`src/rtl/icache_direct_if.sv`:
```
// icache_direct_if
// Bundles the fetcher-side request/response signals and the memory-controller
// fetcher-port signals of the direct-mapped instruction cache.
//   slave  : cache view (takes requests, issues memory reads)
//   master : environment view (fetcher + memory controller)
// Signals:
//   fetch_valid/fetch_addr/fetch_ready : fetcher request handshake
//   out_valid/out_instr/out_addr       : one-cycle response
//   mem_req/mem_addr                   : word read toward the controller
//   mem_ready/mem_instr                : controller read completion
`timescale 1ns/1ps
interface icache_direct_if;
    logic        fetch_valid;
    logic [31:0] fetch_addr;
    logic        fetch_ready;
    logic        out_valid;
    logic [31:0] out_instr;
    logic [31:0] out_addr;
    logic        mem_req;
    logic [31:0] mem_addr;
    logic        mem_ready;
    logic [31:0] mem_instr;

    modport slave (
        input  fetch_valid, fetch_addr, mem_ready, mem_instr,
        output fetch_ready, out_valid, out_instr, out_addr, mem_req, mem_addr
    );

    modport master (
        output fetch_valid, fetch_addr, mem_ready, mem_instr,
        input  fetch_ready, out_valid, out_instr, out_addr, mem_req, mem_addr
    );
endinterface

```
`src/rtl/icache_direct.sv`:
```
// icache_direct
// Direct-mapped instruction cache, one 32-bit word per line, 2^INDEX_BITS
// lines. Hits answer one cycle after acceptance; misses issue a word read on
// the controller fetcher port, fill the line and answer the cycle after
// mem_ready. rob_clear aborts an in-flight miss and blocks acceptance.
// Ports:
//   clk       : rising-edge clock
//   rst       : asynchronous reset, active low
//   rdy       : global ready, low freezes every register
//   rob_clear : pipeline flush
//   bus       : icache_direct_if.slave (fetcher + memory-controller signals)
// Optional (macro ICACHE_PERF_EN):
//   hit_cnt / miss_cnt : saturating counts of accepted hits / misses
`timescale 1ns/1ps
module icache_direct #(
    parameter int unsigned INDEX_BITS = 6
) (
    input  logic               clk,
    input  logic               rst,
    input  logic               rdy,
    input  logic               rob_clear,
    icache_direct_if.slave     bus
`ifdef ICACHE_PERF_EN
    ,
    output logic [31:0]        hit_cnt,
    output logic [31:0]        miss_cnt
`endif
);
    localparam int unsigned TAG_BITS = 32 - INDEX_BITS - 2;
    localparam int unsigned LINES    = 1 << INDEX_BITS;

    typedef enum logic {IDLE, MISS} state_e;

    state_e              state_q, state_d;
    logic [LINES-1:0]    valid_q, valid_d;
    logic                out_valid_q, out_valid_d;
    logic [31:0]         out_instr_q, out_instr_d;
    logic [31:0]         out_addr_q, out_addr_d;
    logic                mem_req_q, mem_req_d;
    // Doubles as the latched miss address while in MISS.
    logic [31:0]         mem_addr_q, mem_addr_d;

    logic [TAG_BITS-1:0] tag_mem  [LINES];
    logic [31:0]         data_mem [LINES];

    logic [31:0]           fetch_aligned;
    logic [INDEX_BITS-1:0] fetch_idx, fill_idx;
    logic [TAG_BITS-1:0]   fetch_tag, fill_tag;
    logic                  fetch_ready;
    logic                  accept;
    logic                  hit;
    logic                  fill_en;

    always_comb begin
        fetch_aligned = bus.fetch_addr & 32'hFFFF_FFFC;
        fetch_idx     = fetch_aligned[INDEX_BITS+1:2];
        fetch_tag     = fetch_aligned[31:INDEX_BITS+2];
        fill_idx      = mem_addr_q[INDEX_BITS+1:2];
        fill_tag      = mem_addr_q[31:INDEX_BITS+2];
        fetch_ready   = (state_q == IDLE) && !rob_clear;
        accept        = bus.fetch_valid && fetch_ready;
        hit           = valid_q[fetch_idx] && (tag_mem[fetch_idx] == fetch_tag);
    end

    always_comb begin
        state_d     = state_q;
        valid_d     = valid_q;
        out_valid_d = out_valid_q;
        out_instr_d = out_instr_q;
        out_addr_d  = out_addr_q;
        mem_req_d   = mem_req_q;
        mem_addr_d  = mem_addr_q;
        fill_en     = 1'b0;
        if (rdy) begin
            out_valid_d = 1'b0;
            unique case (state_q)
                IDLE: begin
                    if (accept) begin
                        if (hit) begin
                            out_valid_d = 1'b1;
                            out_instr_d = data_mem[fetch_idx];
                            out_addr_d  = fetch_aligned;
                        end else begin
                            state_d    = MISS;
                            mem_req_d  = 1'b1;
                            mem_addr_d = fetch_aligned;
                        end
                    end
                end
                MISS: begin
                    // Flush outranks a same-cycle completion: nothing is filled.
                    if (rob_clear) begin
                        state_d   = IDLE;
                        mem_req_d = 1'b0;
                    end else if (bus.mem_ready) begin
                        fill_en           = 1'b1;
                        valid_d[fill_idx] = 1'b1;
                        out_valid_d       = 1'b1;
                        out_instr_d       = bus.mem_instr;
                        out_addr_d        = mem_addr_q;
                        state_d           = IDLE;
                        mem_req_d         = 1'b0;
                    end
                end
                default: state_d = IDLE;
            endcase
        end
    end

    always_ff @(posedge clk or negedge rst) begin
        if (!rst) begin
            state_q     <= IDLE;
            valid_q     <= '0;
            out_valid_q <= 1'b0;
            out_instr_q <= '0;
            out_addr_q  <= '0;
            mem_req_q   <= 1'b0;
            mem_addr_q  <= '0;
        end else begin
            state_q     <= state_d;
            valid_q     <= valid_d;
            out_valid_q <= out_valid_d;
            out_instr_q <= out_instr_d;
            out_addr_q  <= out_addr_d;
            mem_req_q   <= mem_req_d;
            mem_addr_q  <= mem_addr_d;
        end
    end

    // Tag/data storage carries no reset; valid_q guards every read.
    always_ff @(posedge clk) begin
        if (fill_en) begin
            tag_mem[fill_idx]  <= fill_tag;
            data_mem[fill_idx] <= bus.mem_instr;
        end
    end

    assign bus.fetch_ready = fetch_ready;
    assign bus.out_valid   = out_valid_q;
    assign bus.out_instr   = out_instr_q;
    assign bus.out_addr    = out_addr_q;
    assign bus.mem_req     = mem_req_q;
    assign bus.mem_addr    = mem_addr_q;

`ifdef ICACHE_PERF_EN
    logic [31:0] hit_cnt_q, hit_cnt_d;
    logic [31:0] miss_cnt_q, miss_cnt_d;

    always_comb begin
        hit_cnt_d  = hit_cnt_q;
        miss_cnt_d = miss_cnt_q;
        if (rdy && accept) begin
            if (hit) begin
                if (hit_cnt_q != '1) hit_cnt_d = hit_cnt_q + 32'd1;
            end else begin
                if (miss_cnt_q != '1) miss_cnt_d = miss_cnt_q + 32'd1;
            end
        end
    end

    always_ff @(posedge clk or negedge rst) begin
        if (!rst) begin
            hit_cnt_q  <= '0;
            miss_cnt_q <= '0;
        end else begin
            hit_cnt_q  <= hit_cnt_d;
            miss_cnt_q <= miss_cnt_d;
        end
    end

    assign hit_cnt  = hit_cnt_q;
    assign miss_cnt = miss_cnt_q;
`endif
endmodule
```
`src/flat_wrapper.sv`:
```
// flat-port wrapper written by rule: the top's interface ports become plain ports
module icache_direct_flat 
#(
    parameter int unsigned INDEX_BITS = 6
)
  (clk, rst, rdy, rob_clear, bus_fetch_valid, bus_fetch_addr, bus_mem_ready, bus_mem_instr, bus_fetch_ready, bus_out_valid, bus_out_instr, bus_out_addr, bus_mem_req, bus_mem_addr);
  icache_direct_if bus_i ();
  input  logic clk;
  input  logic rst;
  input  logic rdy;
  input  logic rob_clear;
  input wire logic [$bits(bus_i.fetch_valid)-1:0] bus_fetch_valid;
  input wire logic [$bits(bus_i.fetch_addr)-1:0] bus_fetch_addr;
  input wire logic [$bits(bus_i.mem_ready)-1:0] bus_mem_ready;
  input wire logic [$bits(bus_i.mem_instr)-1:0] bus_mem_instr;
  output wire logic [$bits(bus_i.fetch_ready)-1:0] bus_fetch_ready;
  output wire logic [$bits(bus_i.out_valid)-1:0] bus_out_valid;
  output wire logic [$bits(bus_i.out_instr)-1:0] bus_out_instr;
  output wire logic [$bits(bus_i.out_addr)-1:0] bus_out_addr;
  output wire logic [$bits(bus_i.mem_req)-1:0] bus_mem_req;
  output wire logic [$bits(bus_i.mem_addr)-1:0] bus_mem_addr;
  assign bus_i.fetch_valid = bus_fetch_valid;
  assign bus_i.fetch_addr = bus_fetch_addr;
  assign bus_i.mem_ready = bus_mem_ready;
  assign bus_i.mem_instr = bus_mem_instr;
  assign bus_fetch_ready = bus_i.fetch_ready;
  assign bus_out_valid = bus_i.out_valid;
  assign bus_out_instr = bus_i.out_instr;
  assign bus_out_addr = bus_i.out_addr;
  assign bus_mem_req = bus_i.mem_req;
  assign bus_mem_addr = bus_i.mem_addr;
  icache_direct #(.INDEX_BITS(INDEX_BITS)) u_core (.clk(clk), .rst(rst), .rdy(rdy), .rob_clear(rob_clear), .bus(bus_i));
endmodule
```
`config.mk`:
```
export PLATFORM = sky130hd
export DESIGN_NAME = icache_direct_flat
export DESIGN_NICKNAME = d
export VERILOG_FILES = /design/src/rtl/icache_direct_if.sv /design/src/rtl/icache_direct.sv /design/src/flat_wrapper.sv
export SDC_FILE = /design/constraint.sdc
export NUM_CORES = 2
export LEC_CHECK = 0
export BUFFER_PORTS_ARGS = -buffer_cell sky130_fd_sc_hd__buf_2
export CAP_MARGIN = 20
export CORE_MARGIN = 10
export CORE_UTILIZATION = 49
export DETAILED_ROUTE_END_ITERATION = 12
export GPL_ROUTABILITY_DRIVEN = 0
export PLACE_DENSITY = 0.73
export SYNTH_ARGS = -nofsm -noshare
export SYNTH_HDL_FRONTEND = slang
export SYNTH_SLANG_ARGS = --single-unit
export TNS_END_PERCENT = 10
```
`constraint.sdc`:
```
create_clock -name clk -period 5.55 [get_ports clk]
set_input_delay 0.555 -clock clk [delete_from_list [all_inputs] [get_ports clk]]
set_output_delay 0.555 -clock clk [all_outputs]
set_load 0.01 [all_outputs]
```
==> qor.csv <==
metric;value;unit
status;finished, final reports clean;
postCtsHoldBufs;10;
cts_buffer_depth;4;
setup_tns;0;ns
rsz0062_at_grt;false;
clk_latency;0.91;ns
crit_path_end_kind;flop;
leakage;53.1;nW
yosysWarnings;0;
drive_above_1_share;28.4;%
grt-ovfl-total;0;
switchingPower;13.3;mW
synth_edf_count;3584;
fin_crit_sh;76.1;%
hpwl;210;mm
total_power;60.2;mW
syn_area;145000;sq um
via_per_inst;6.60;
setup_viol;0;
die_w;564;um
power_per_cell_area;368;nW/um^2
totalWireLength;401;mm
finalCriticalPeriod;4.22;ns
die-area;318000;sq um
cts_tree;yes;
drtIter0Drc;11800;
dr.pass1.iters;8;
wl_per_cell;35.7;um
timing.fmax;237;MHz
r2r_end;u_core.bus.mem_addr[19];
place_ws;0.563;ns
antenna_found_initial;14;
p_clk_share;39.2;%
cts-root-buf;clkbuf_16;
grt_first_pass_wirelength;560;mm
irDropWorstVdd;0.271;mV
swShare;22.2;%
fin_nets;7091;
hold_violations;0;
layout_commonest_cell;edfxtp_1;
startpoint_type;input port;
relSlewSlack;18.5;%
slew_violations;0;
fp.dieH;564;um
async_reset_ff_share;4.25;%
portBuffers;162;
crit_path_max_fanout;31;
worstMarginPinSlew;1.21;ns
avgSynthCellArea;22.2;sq um
final_cell_mix;3584 x edfxtp_1, 876 x mux4_2, 466 x mux2i_1;
via_count;74100;
critPathRequiredTime;6.29;ns
p_int;46.8;mW
drc;0;
r2r_slack;1.41;ns
worstRegToRegCells;10;
holdWs;0.0387;ns
comb_power_share;7.1;%
numClockSinks;3743;
ioPinCount;169;
hp-class;input port to flop;
criticalPathCategory;input port to flop;
rows;199;
whs_path_depth;1;
syn_to_final_growth;13.1;%
fin_skew;0.0672;ns
cts_max_level;5;
grt_max_degree;136;
grt_usage;24.7;%
maxCapViolCount;0;
cts_resized;0;
yosys_register_bits;3743;
crit_path_end;u_core.bus.mem_addr[19];
grt_pass1_vias;73900;
cts_setup_buffers;0;
p_seq_share;53.7;%
arrival;4.96;ns
startpoint;bus_fetch_addr[6];
ys_seq_area_share;77.1;%
core_area;294000;sq um
rr_startpoint;u_core.tag_mem[50][7];
ys_types;77;
antenna_left;0;
path_clk_slew;0.06;ns
syn_inst;6534;
fin_ws;1.33;ns
cts_inserted_buffers;357;
synth_flop_cell;edfxtp_1;
start_util;49.2;%
## registers in the layout, summed over array words and instances (netlist names)
name,flops
u_core.bus.mem_addr,30
u_core.bus.mem_req,1
u_core.bus.out_addr,30
u_core.bus.out_instr,32
u_core.bus.out_valid,1
u_core.data_mem,2048
u_core.state_q,1
u_core.tag_mem,1536
u_core.valid_q,64
## layer usage
metal  track usage (%)  wire, um  vias up
li1                  -         -    28600
met2              40.0    194000     5506
met4              11.9     22800        2
met1              32.0    138000    39000
met3              5.30     45600     1104
met5                 0        13        -
## logic make-up (layout without fill, tap and decap cells)
logic type                Yosys count  in the layout  share of synthesized area, %
other                               1             12                       0.00259
buffers and inverters             384           1146                          1.42
and+or+nand+nor                   494            494                          1.71
DFF                              3743           3743                          77.1
AOI/OAI and AO/OA                 513            513                          2.50
xor gates and xnor gates           14             14                        0.0847
muxes                            1385           1385                          17.2
## per-stage QoR
stage	cell area [sq um]	instances	utilization [%]
CTS	163000	11200	55.5
floorplan	145000	6537	-
global placement	152000	10500	51.7
global route	164000	11200	55.7
finish	164000	11200	55.7
detailed placement	152000	10500	51.7
## power groups by stage
stage | Sequential (mW) | Clock (mW) | Combinational (mW)
detailed placement | 33.4 | 0 | 3.62
finish | 32.3 | 23.6 | 4.26
global placement | 33.3 | 0 | 3.54
CTS | 32.8 | 23.8 | 3.65
floorplan | 33.3 | 0 | 1.86
global route | 32.3 | 24.8 | 4.49
## worst min-delay path by stage
stage	start	to	slack [ns]
6_report	bus_mem_instr[27]	u_core.data_mem[58][27]	0.04
5_1_grt	bus_mem_instr[27]	u_core.data_mem[58][27]	0.03
4_1_cts	bus_fetch_addr[29]	u_core.bus.mem_addr[29]	0.01
3_5_place_dp	u_core.valid_q[51]	u_core.valid_q[51]	0.45
3_3_place_gp	u_core.valid_q[46]	u_core.valid_q[46]	0.45
2_1_floorplan	rst	u_core.bus.mem_addr[10]	0.26
## cells in the mapped netlist, drive strengths merged, types with 62 or more instances
library cell,number,area [sq um]
nor2,140,528
nand2,93,349
clkbuf,131,492
o21ai,90,450
edfxtp,3584,108000
nand3,62,310
or2,66,413
mux4,876,19700
buf,247,1550
dfrtp,159,3980
mux2i,466,4660
a22oi,201,1510
## critical path, stage by stage
cell and delay, ns:
buf_6 0.18, nor2_1 0.96, buf_4 0.43, a32oi_1 0.16, o22a_1 0.33, o2111a_1 0.18
nand3_1 0.08, nor4b_1 0.26, buf_4 0.19, nand4_1 0.15, nor4_4 0.35, buf_12 0.20
a21o_2 0.16, buf_12 0.20, mux2_2 0.39
## final cells by class
cell class / count / area, sq um
fillers: 20700 / 130000
flip-flops and latches: 3743 / 112000
multi-input cells: 2410 / 31700
clock buffers: 446 / 9570
well taps: 3919 / 4900
repair buffers: 503 / 4250
clock inverters: 191 / 1650
inverters: 6 / 30.0
diodes: 8 / 20.0
Power figures use the tool's default switching activity.
